File: config.mk
export PLATFORM = sky130hd
export DESIGN_NAME = vga_fb_arbiter
export DESIGN_NICKNAME = d
export VERILOG_FILES = /design/src/rtl/vga_fb_arbiter.sv
export SDC_FILE = /design/constraint.sdc
export NUM_CORES = 1
export LEC_CHECK = 0
export ABC_AREA = 1
export BUFFER_PORTS_ARGS = -buffer_cell sky130_fd_sc_hd__buf_2
export CAP_MARGIN = 20
export CELL_PAD_IN_SITES_DETAIL_PLACEMENT = 0
export CELL_PAD_IN_SITES_GLOBAL_PLACEMENT = 1
export CORE_UTILIZATION = 44
export DETAILED_ROUTE_END_ITERATION = 8
export HOLD_SLACK_MARGIN = 0.15
export PLACE_DENSITY_LB_ADDON = 0.1
export RECOVER_POWER = 25
export SYNTH_ARGS = -nofsm -noshare
export SYNTH_HDL_FRONTEND = slang
export SYNTH_SLANG_ARGS = --single-unit
File: constraint.sdc
create_clock -name clk -period 2.3 [get_ports clk]
set_input_delay 0.23 -clock clk [delete_from_list [all_inputs] [get_ports clk]]
set_output_delay 0.23 -clock clk [all_outputs]
set_load 0.03 [all_outputs]
File: src/rtl/vga_fb_arbiter.sv
// Single-port framebuffer RAM arbiter: scanout reads win, then the clear sweep, then buffered game writes.
// Reads return one cycle later and are forwarded from the write buffer so scanout never sees stale cells.
module vga_fb_arbiter #(
  parameter int ADDR_W     = 12,
  parameter int DATA_W     = 3,
  parameter int FIFO_DEPTH = 4
) (
  input  logic              clk,
  input  logic              rst,
  input  logic              scan_req,
  input  logic [ADDR_W-1:0] scan_addr,
  output logic              scan_valid,
  output logic [DATA_W-1:0] scan_data,
  input  logic              wr_req,
  input  logic [ADDR_W-1:0] wr_addr,
  input  logic [DATA_W-1:0] wr_data,
  output logic              wr_ready,
  input  logic              clr_req,
  output logic              clr_busy,
  output logic              mem_en,
  output logic              mem_we,
  output logic [ADDR_W-1:0] mem_addr,
  output logic [DATA_W-1:0] mem_wdata,
  input  logic [DATA_W-1:0] mem_rdata,
  output logic              ovf
);

  localparam int PTR_W = (FIFO_DEPTH > 1) ? $clog2(FIFO_DEPTH) : 1;
  localparam int CNT_W = $clog2(FIFO_DEPTH + 1);
  localparam logic [CNT_W-1:0]  DEPTH_C   = CNT_W'(FIFO_DEPTH);
  localparam logic [ADDR_W-1:0] LAST_ADDR = '1;

  typedef enum logic {S_IDLE, S_CLEAR} state_t;

  state_t              r_state;
  logic                r_clr_busy;
  logic                r_clr_pend;
  logic [ADDR_W-1:0]   r_clr_cnt;

  logic [ADDR_W-1:0]   r_fifo_addr [FIFO_DEPTH];
  logic [DATA_W-1:0]   r_fifo_data [FIFO_DEPTH];
  logic [PTR_W-1:0]    r_wr_ptr;
  logic [PTR_W-1:0]    r_rd_ptr;
  logic [CNT_W-1:0]    r_count;

  logic                r_scan_valid;
  logic                r_fwd_hit;
  logic [DATA_W-1:0]   r_fwd_data;
  logic                r_ovf;

  logic                w_fifo_empty;
  logic                w_fifo_full;
  logic                w_enq;
  logic                w_deq;
  logic                w_clr_step;
  logic                w_fwd_hit;
  logic [DATA_W-1:0]   w_fwd_data;

  function automatic logic [PTR_W-1:0] next_ptr(input logic [PTR_W-1:0] p);
    if (int'(p) == FIFO_DEPTH - 1) return '0;
    return p + 1'b1;
  endfunction

  function automatic logic [PTR_W-1:0] slot_of(input logic [PTR_W-1:0] rd, input int age);
    int s;
    s = (int'(rd) + age) % FIFO_DEPTH;
    return PTR_W'(s);
  endfunction

  assign w_fifo_empty = (r_count == '0);
  assign w_fifo_full  = (r_count == DEPTH_C);
  assign wr_ready     = !w_fifo_full && !r_clr_busy;
  assign w_enq        = wr_req && wr_ready;
  assign w_clr_step   = (r_state == S_CLEAR) && !scan_req;
  // Buffered writes only reach RAM outside a clear; the FIFO is always empty during one anyway.
  assign w_deq        = !w_fifo_empty && !scan_req && (r_state == S_IDLE);

  assign clr_busy   = r_clr_busy;
  assign ovf        = r_ovf;
  assign scan_valid = r_scan_valid;
  assign scan_data  = r_scan_valid ? (r_fwd_hit ? r_fwd_data : mem_rdata) : '0;

  always_comb begin
    mem_en    = 1'b0;
    mem_we    = 1'b0;
    mem_addr  = '0;
    mem_wdata = '0;
    if (scan_req) begin
      mem_en   = 1'b1;
      mem_addr = scan_addr;
    end else if (w_clr_step) begin
      mem_en   = 1'b1;
      mem_we   = 1'b1;
      mem_addr = r_clr_cnt;
    end else if (w_deq) begin
      mem_en    = 1'b1;
      mem_we    = 1'b1;
      mem_addr  = r_fifo_addr[r_rd_ptr];
      mem_wdata = r_fifo_data[r_rd_ptr];
    end
  end

  // Walk oldest to newest so the last match left standing is the newest one.
  always_comb begin
    w_fwd_hit  = 1'b0;
    w_fwd_data = '0;
    for (int i = 0; i < FIFO_DEPTH; i++) begin
      if ((CNT_W'(i) < r_count) && (r_fifo_addr[slot_of(r_rd_ptr, i)] == scan_addr)) begin
        w_fwd_hit  = 1'b1;
        w_fwd_data = r_fifo_data[slot_of(r_rd_ptr, i)];
      end
    end
  end

  always_ff @(posedge clk) begin
    if (w_enq) begin
      r_fifo_addr[r_wr_ptr] <= wr_addr;
      r_fifo_data[r_wr_ptr] <= wr_data;
    end
  end

  always_ff @(posedge clk or negedge rst) begin
    if (!rst) begin
      r_wr_ptr <= '0;
      r_rd_ptr <= '0;
      r_count  <= '0;
    end else begin
      if (w_enq) r_wr_ptr <= next_ptr(r_wr_ptr);
      if (w_deq) r_rd_ptr <= next_ptr(r_rd_ptr);
      case ({w_enq, w_deq})
        2'b10:   r_count <= r_count + 1'b1;
        2'b01:   r_count <= r_count - 1'b1;
        default: r_count <= r_count;
      endcase
    end
  end

  always_ff @(posedge clk or negedge rst) begin
    if (!rst) begin
      r_scan_valid <= 1'b0;
      r_fwd_hit    <= 1'b0;
      r_fwd_data   <= '0;
      r_ovf        <= 1'b0;
    end else begin
      r_scan_valid <= scan_req;
      r_fwd_hit    <= scan_req && w_fwd_hit;
      r_fwd_data   <= w_fwd_data;
      if (wr_req && !wr_ready) r_ovf <= 1'b1;
    end
  end

  // A clear starts only once nothing is buffered, so it cannot overwrite a newer game write.
  always_ff @(posedge clk or negedge rst) begin
    if (!rst) begin
      r_state    <= S_IDLE;
      r_clr_busy <= 1'b0;
      r_clr_pend <= 1'b0;
      r_clr_cnt  <= '0;
    end else begin
      case (r_state)
        S_IDLE: begin
          if ((clr_req || r_clr_pend) && w_fifo_empty && !w_enq) begin
            r_state    <= S_CLEAR;
            r_clr_busy <= 1'b1;
            r_clr_pend <= 1'b0;
            r_clr_cnt  <= '0;
          end else if (clr_req) begin
            r_clr_pend <= 1'b1;
          end
        end
        S_CLEAR: begin
          if (w_clr_step) begin
            if (r_clr_cnt == LAST_ADDR) begin
              r_state    <= S_IDLE;
              r_clr_busy <= 1'b0;
              r_clr_cnt  <= '0;
            end else begin
              r_clr_cnt <= r_clr_cnt + 1'b1;
            end
          end
        end
        default: begin
          r_state    <= S_IDLE;
          r_clr_busy <= 1'b0;
        end
      endcase
    end
  end

endmodule

# ---- Word level (Yosys, flattened, before mapping)
# Memory sizes are Yosys's and may differ from the RTL's.
# Cells that the tools add are included.
dict set report word_totals {
  wordCells 110
  reg_bits 28
  ram_bits 60
  inputBits 35
  output_inout_bits 24
  memories 2
}
dict set report op_classes {
  eq_ne 13
  n_bitwise 1
  n_reduce_logical 26
  n_lt_le_gt_ge 4
  add_sub_neg 8
  mux 45
}
# name depth word_bits read_ports rd_ports_with_merged_regs wr line_no
set mem_list {}
lappend mem_list {r_fifo_addr 4 12 4 0 1 40} ;# logic [ADDR_W-1:0] r_fifo_addr [FIFO_DEPTH];
lappend mem_list {r_fifo_data 4 3 4 0 1 41} ;# logic [DATA_W-1:0] r_fifo_data [FIFO_DEPTH];
# op count
set ops {}
lappend ops {{$mux 12} 6}
lappend ops {{$eq 12x12->1} 4}
lappend ops {{$mux 3} 9}
lappend ops {{$pmux 12 s2} 1}
lappend ops {{$mux 1} 22}
lappend ops {{$logic_and 1x1->1} 13}
lappend ops {{$add 12x1->12 const B} 1}
lappend ops {{$eq 12x12->1 const B} 1}
lappend ops {{$mux 2} 4}
lappend ops {{$add 2x1->2 const B} 3}
lappend ops {{$eq 2x1->1 const B} 3}
lappend ops {{$logic_not 1->1} 6}
lappend ops {{$lt 1x3->1 const A} 2}
lappend ops {{$lt 2x3->1 const A} 2}
lappend ops {{$ne 2x1->1 const B} 3}
lappend ops {{$pmux 3 s2} 1}
lappend ops {{$add 2x2->2 const B} 2}
lappend ops {{$pmux 1 s2} 2}
lappend ops {{$reduce_and 2->1} 2}
lappend ops {{$reduce_bool 2->1} 2}
lappend ops {{$add 3x1->3 const B} 1}
lappend ops {{$eq 3x3->1 const B} 1}
lappend ops {{$logic_not 3->1} 1}
lappend ops {{$reduce_and 3->1} 1}
lappend ops {{4 further kinds} 4}

# ---- Depth between registers and ports, before layout
dict set report depth {
  word_depth 8
  mapped_depth 18
  mapped_depth_nobuf 16
}

# ---- Worst setup path before layout
# OpenSTA, ideal clock, no wires.
dict set report synth_timing {
  kind {reg2reg}
  startpoint {reg r_count[0]}
  endpoint {mem r_fifo_addr[0][0] (enable)}
  stages_incl_launch_ff 6
  arrival_time_ps 2296
  slack_ps -382
  period_less_slack_ps 2682
  path_cell_list {dfrtp_1 > inv_1 > ha_1 > a21oi_1 > nand2_1 > nor2_1}
}
dict set report synth_via {
  elab_chain_cells 6
}
# item line_no
set synth_lines {}
lappend synth_lines {{start, declared} 44} ;# logic [CNT_W-1:0] r_count;
lappend synth_lines {{start signal, assigned} 131} ;# 2'b10: r_count <= r_count + 1'b1;
lappend synth_lines {{start signal, assigned} 132} ;# 2'b01: r_count <= r_count - 1'b1;
lappend synth_lines {{start signal, assigned} 133} ;# default: r_count <= r_count;
lappend synth_lines {{$eq 3x3->1} 71} ;# assign w_fifo_full = (r_count == DEPTH_C);
lappend synth_lines {{$logic_not 1->1} 72} ;# assign wr_ready = !w_fifo_full && !r_clr_busy;
lappend synth_lines {{$logic_and 1x1->1} 72}
lappend synth_lines {{via wr_ready} 17} ;# output logic wr_ready,
lappend synth_lines {{$logic_and 1x1->1} 73} ;# assign w_enq = wr_req && wr_ready;
lappend synth_lines {{$mux 1} 116} ;# if (w_enq) begin
lappend synth_lines {{$mux 1 (implied by the code)} 117} ;# r_fifo_addr[r_wr_ptr] <= wr_addr;
lappend synth_lines {{end, declared} 40}
# The timed path passes the listed nets, and every way through them passes these cells.

# ---- Final worst setup path
dict set report layout_timing {
  startpoint {reg r_count[1]}
  endpoint {out mem_addr[2]}
}
dict set report layout_via {
  elab_chain_cells 7
}
# item line_no
set layout_lines {}
lappend layout_lines {{$logic_not 3->1} 70} ;# assign w_fifo_empty = (r_count == '0);
lappend layout_lines {{$logic_not 1->1} 76} ;# assign w_deq = !w_fifo_empty && !scan_req && (r_state == S_IDLE);
lappend layout_lines {{$logic_and 1x1->1 (2 in a row)} 76}
lappend layout_lines {{via w_deq} 54} ;# logic w_deq;
lappend layout_lines {{$mux 12} 95} ;# end else if (w_deq) begin
lappend layout_lines {{$mux 12} 91} ;# end else if (w_clr_step) begin
lappend layout_lines {{$mux 12} 88} ;# if (scan_req) begin
lappend layout_lines {{end, declared} 22} ;# output logic [ADDR_W-1:0] mem_addr,
# The timed path passes the listed nets, and every way through them passes these cells.

==> results.cfg <==
[placed_design]
portBuffers = 58
dpl-instance-area_sq_um = 6430
hpwl_mm = 13.3
dp.cells = 1021
pre_cts_slack_ps = 13.2
gp_congestion = 0.936

[synthesis]
synth_fp_nets = 838
yosysUniqueCellTypes = 33
syn-instance-count = 792
synth-compound-area-share_pct = 9.25
synthMuxAreaShare_pct = 1.55
dominantRegCellSynth = edfxtp_1
syn_area_per_cell_sq_um = 7.35
synth_top_family_by_area = simple AND/OR/NAND/NOR gates
yosys.area.top_type = edfxtp_1
synth_xor_area_share_pct = 1.96
async_flop_share_pct = 31.8
synth.most_common_cell = nand2_1
netlist_top_cells_count = nand2_1, nand3_1, inv_1
yosysSeqAreaShare_pct = 43.0
synthAdderAreaFrac_pct = 2.37
synth_seq_cells = 88
synth_top_area_share_pct = 31.0
synth_warnings = 0
synth-edff-count = 60
netlist_area_sq_um = 5820
synthSimpleGateAreaFrac_pct = 34.1
synthTopCellsByArea = edfxtp_1, nand2_1, dfrtp_1

[sta]
slew-limit-headroom_pct = 43.0
max_freq_ghz = 0.447
skew_ps = 7.45
tightest_slew_ps = 855
whs_ps = 156
setup_violations = 0
slew_violations = 0
tns_ps = 0
final_hold_viol_count = 0
period_minus_slack_ps = 2240
setup_slack_ps = 64.7
post-route-period-util_pct = 97.2

[cells_and_area]
drive_above_1_share_pct = 14.6
area.growth.synth_to_final_pct = 23.0
diodes = 0
nets = 934
final_util_pct = 56.0
postLayoutCellArea_sq_um = 7160
finalNonFillerCells = 1065

[clocking]
clk_latency_ps = 350
htreeDepth = 3
cts_buffers = 9
cts.reportedPaths.clkPinSlew_ps = 60
cts_tree = done
root_buffer = clkbuf_16
clockBufferDepth = 2
cts.sinks = 88

[floorplanning]
die_width_microns = 117
rows = 41
die_area_sq_um = 13700
die_h_microns = 117
core_area_sq_um = 12800
start_util_pct = 45.5
io-pin-count = 59

[hold_path]
hp-class = input port to register
whs_path_depth = 3

[outcome]
outcome = complete, no violations

[worst_setup_path]
crit_top_cell = inv_2
cp-start-kind = register
path_cells = inv_2 -> ha_2 -> inv_1 -> nor2_1 -> nor3_2 -> inv_2 -> buf_8 -> o21ai_2 -> buf_4
arrival_ps = 2010
max_stage_delay_ps = 380
critPathCaptureType = primary output
cp.required_ps = 2070
crit_family = buffers and inverters
r2r_cells = 14
critical_path_cell_count = 9
critPathKind = register to primary output
path_max_fanout = 6
cp_slowest_cell = dfrtp_1
critPathBufInv = 5

[route]
wl_per_cell_microns = 17.2
drc = 0
wl_met1_mm = 8.30
routed_wl_mm = 18.4
vias_per_cell = 5.44
ant_nets = 0
route.met3.wl_mm = 1.19
dr_wl_met2_mm = 8.36
route.top_layer_used = met4
drt_first_iter_violations = 543
drt-pass1-iter-count = 6
num_vias = 5798

[pwr]
vdd_drop_max_mv = 0.701
p_leak_nw = 3.33
p_per_area_nw_per_um2 = 1310
p_total_mw = 9.39

[global_routing]
antenna_found_initial = 0
grt_start_max_net_pins = 33
grt_pass1_vias = 5165
overflow = 0
grt_pass1_wl_mm = 27.1
grt_use_total_pct = 27.2

[flow_run]
cap_violations = 0
-- state kept, by name (all words and copies together), names as in the netlist, 2 cells and up --
name / count
r_wr_ptr: 2
r_clr_cnt: 12
r_fwd_data: 3
r_count: 3
r_fifo_addr: 48
r_fifo_data: 12
r_rd_ptr: 2
-- timing repair --
item,in CTS,in global routing
endpoints found under the setup margin,14,16
gates resized for setup,12,35
pin swaps,0,2
hold buffers,17,0
cloned,0,5
setup buffers,0,6
hold endpoints to repair,89,0
-- cell families (layout without fill, tap and decap cells) --
group / after synthesis / in the layout
fa+ha+maj: 11 / 11
flops: 88 / 88
xor+xnor: 13 / 13
buf+inv: 101 / 202
compound gates: 96 / 96
mux: 9 / 9
simple gates: 474 / 474
-- power by group --
group	internal, mW	switching [mW]
combinational	2.16	3.68
clock	0.836	0.578
sequential	1.92	0.219
total	4.92	4.47
-- path summary, 6_finish.rpt --
check,startpoint,to,slack [ps]
setup / recovery,r_count[1]$_DFFE_PN0P_,mem_addr[2],60
hold / removal,clr_req,r_clr_pend$_DFFE_PN0P_,160
setup reg to reg,r_rd_ptr[1]$_DFFE_PN0P_,r_fwd_data[0]$_DFF_PN0_,130
hold reg to reg,ovf$_DFFE_PN0P_,ovf$_DFFE_PN0P_,470
max in group asynchronous,rst,r_rd_ptr[0]$_DFFE_PN0P_,1300
min in group asynchronous,rst,r_clr_cnt[5]$_DFFE_PN0P_,480
-- final cells by class --
type | count | area, sq um
fillers | 1201 | 5620
multi-input cells | 603 | 2940
flip-flops and latches | 88 | 2500
repair buffers | 118 | 948
inverters | 68 | 268
clock buffers | 12 | 236
well taps | 172 | 215
clock inverters | 4 | 46.3
-- cells in the final DEF (no fill, tap or decap), drive strengths merged --
cell type / n
a31oi: 1
dfrtp: 28
clkinv: 3
xor2: 10
nor3: 5
bufinv: 1
o21ai: 63
nand4: 2
a21oi: 9
dlygate4sd3: 17
o22ai: 2
ha: 11
edfxtp: 60
nand2: 278
mux2i: 9
nand3b: 2
buf: 82
clkbuf: 31
clkinvlp: 1
a22oi: 12
o21bai: 1
or2: 1
nor2: 50
o211ai: 6
o32ai: 1
xnor2: 3
nand3: 135
o31ai: 1
and2: 1
inv: 67
-- routing by layer --
layer	GRT usage, %	vias to the layer above
met5	0	-
met4	10.8	0
met3	3.50	32
met2	43.2	246
met1	37.8	2685
li1	-	2835
-- tightest hold or removal path, delay by kind of cell --
kind                   cells  cell delay, ps
and+or+nand+nor            1              90
AOI/OAI and AO/OA          1              60
buffers and inverters      1              90
(Power assumes the default switching activity.)
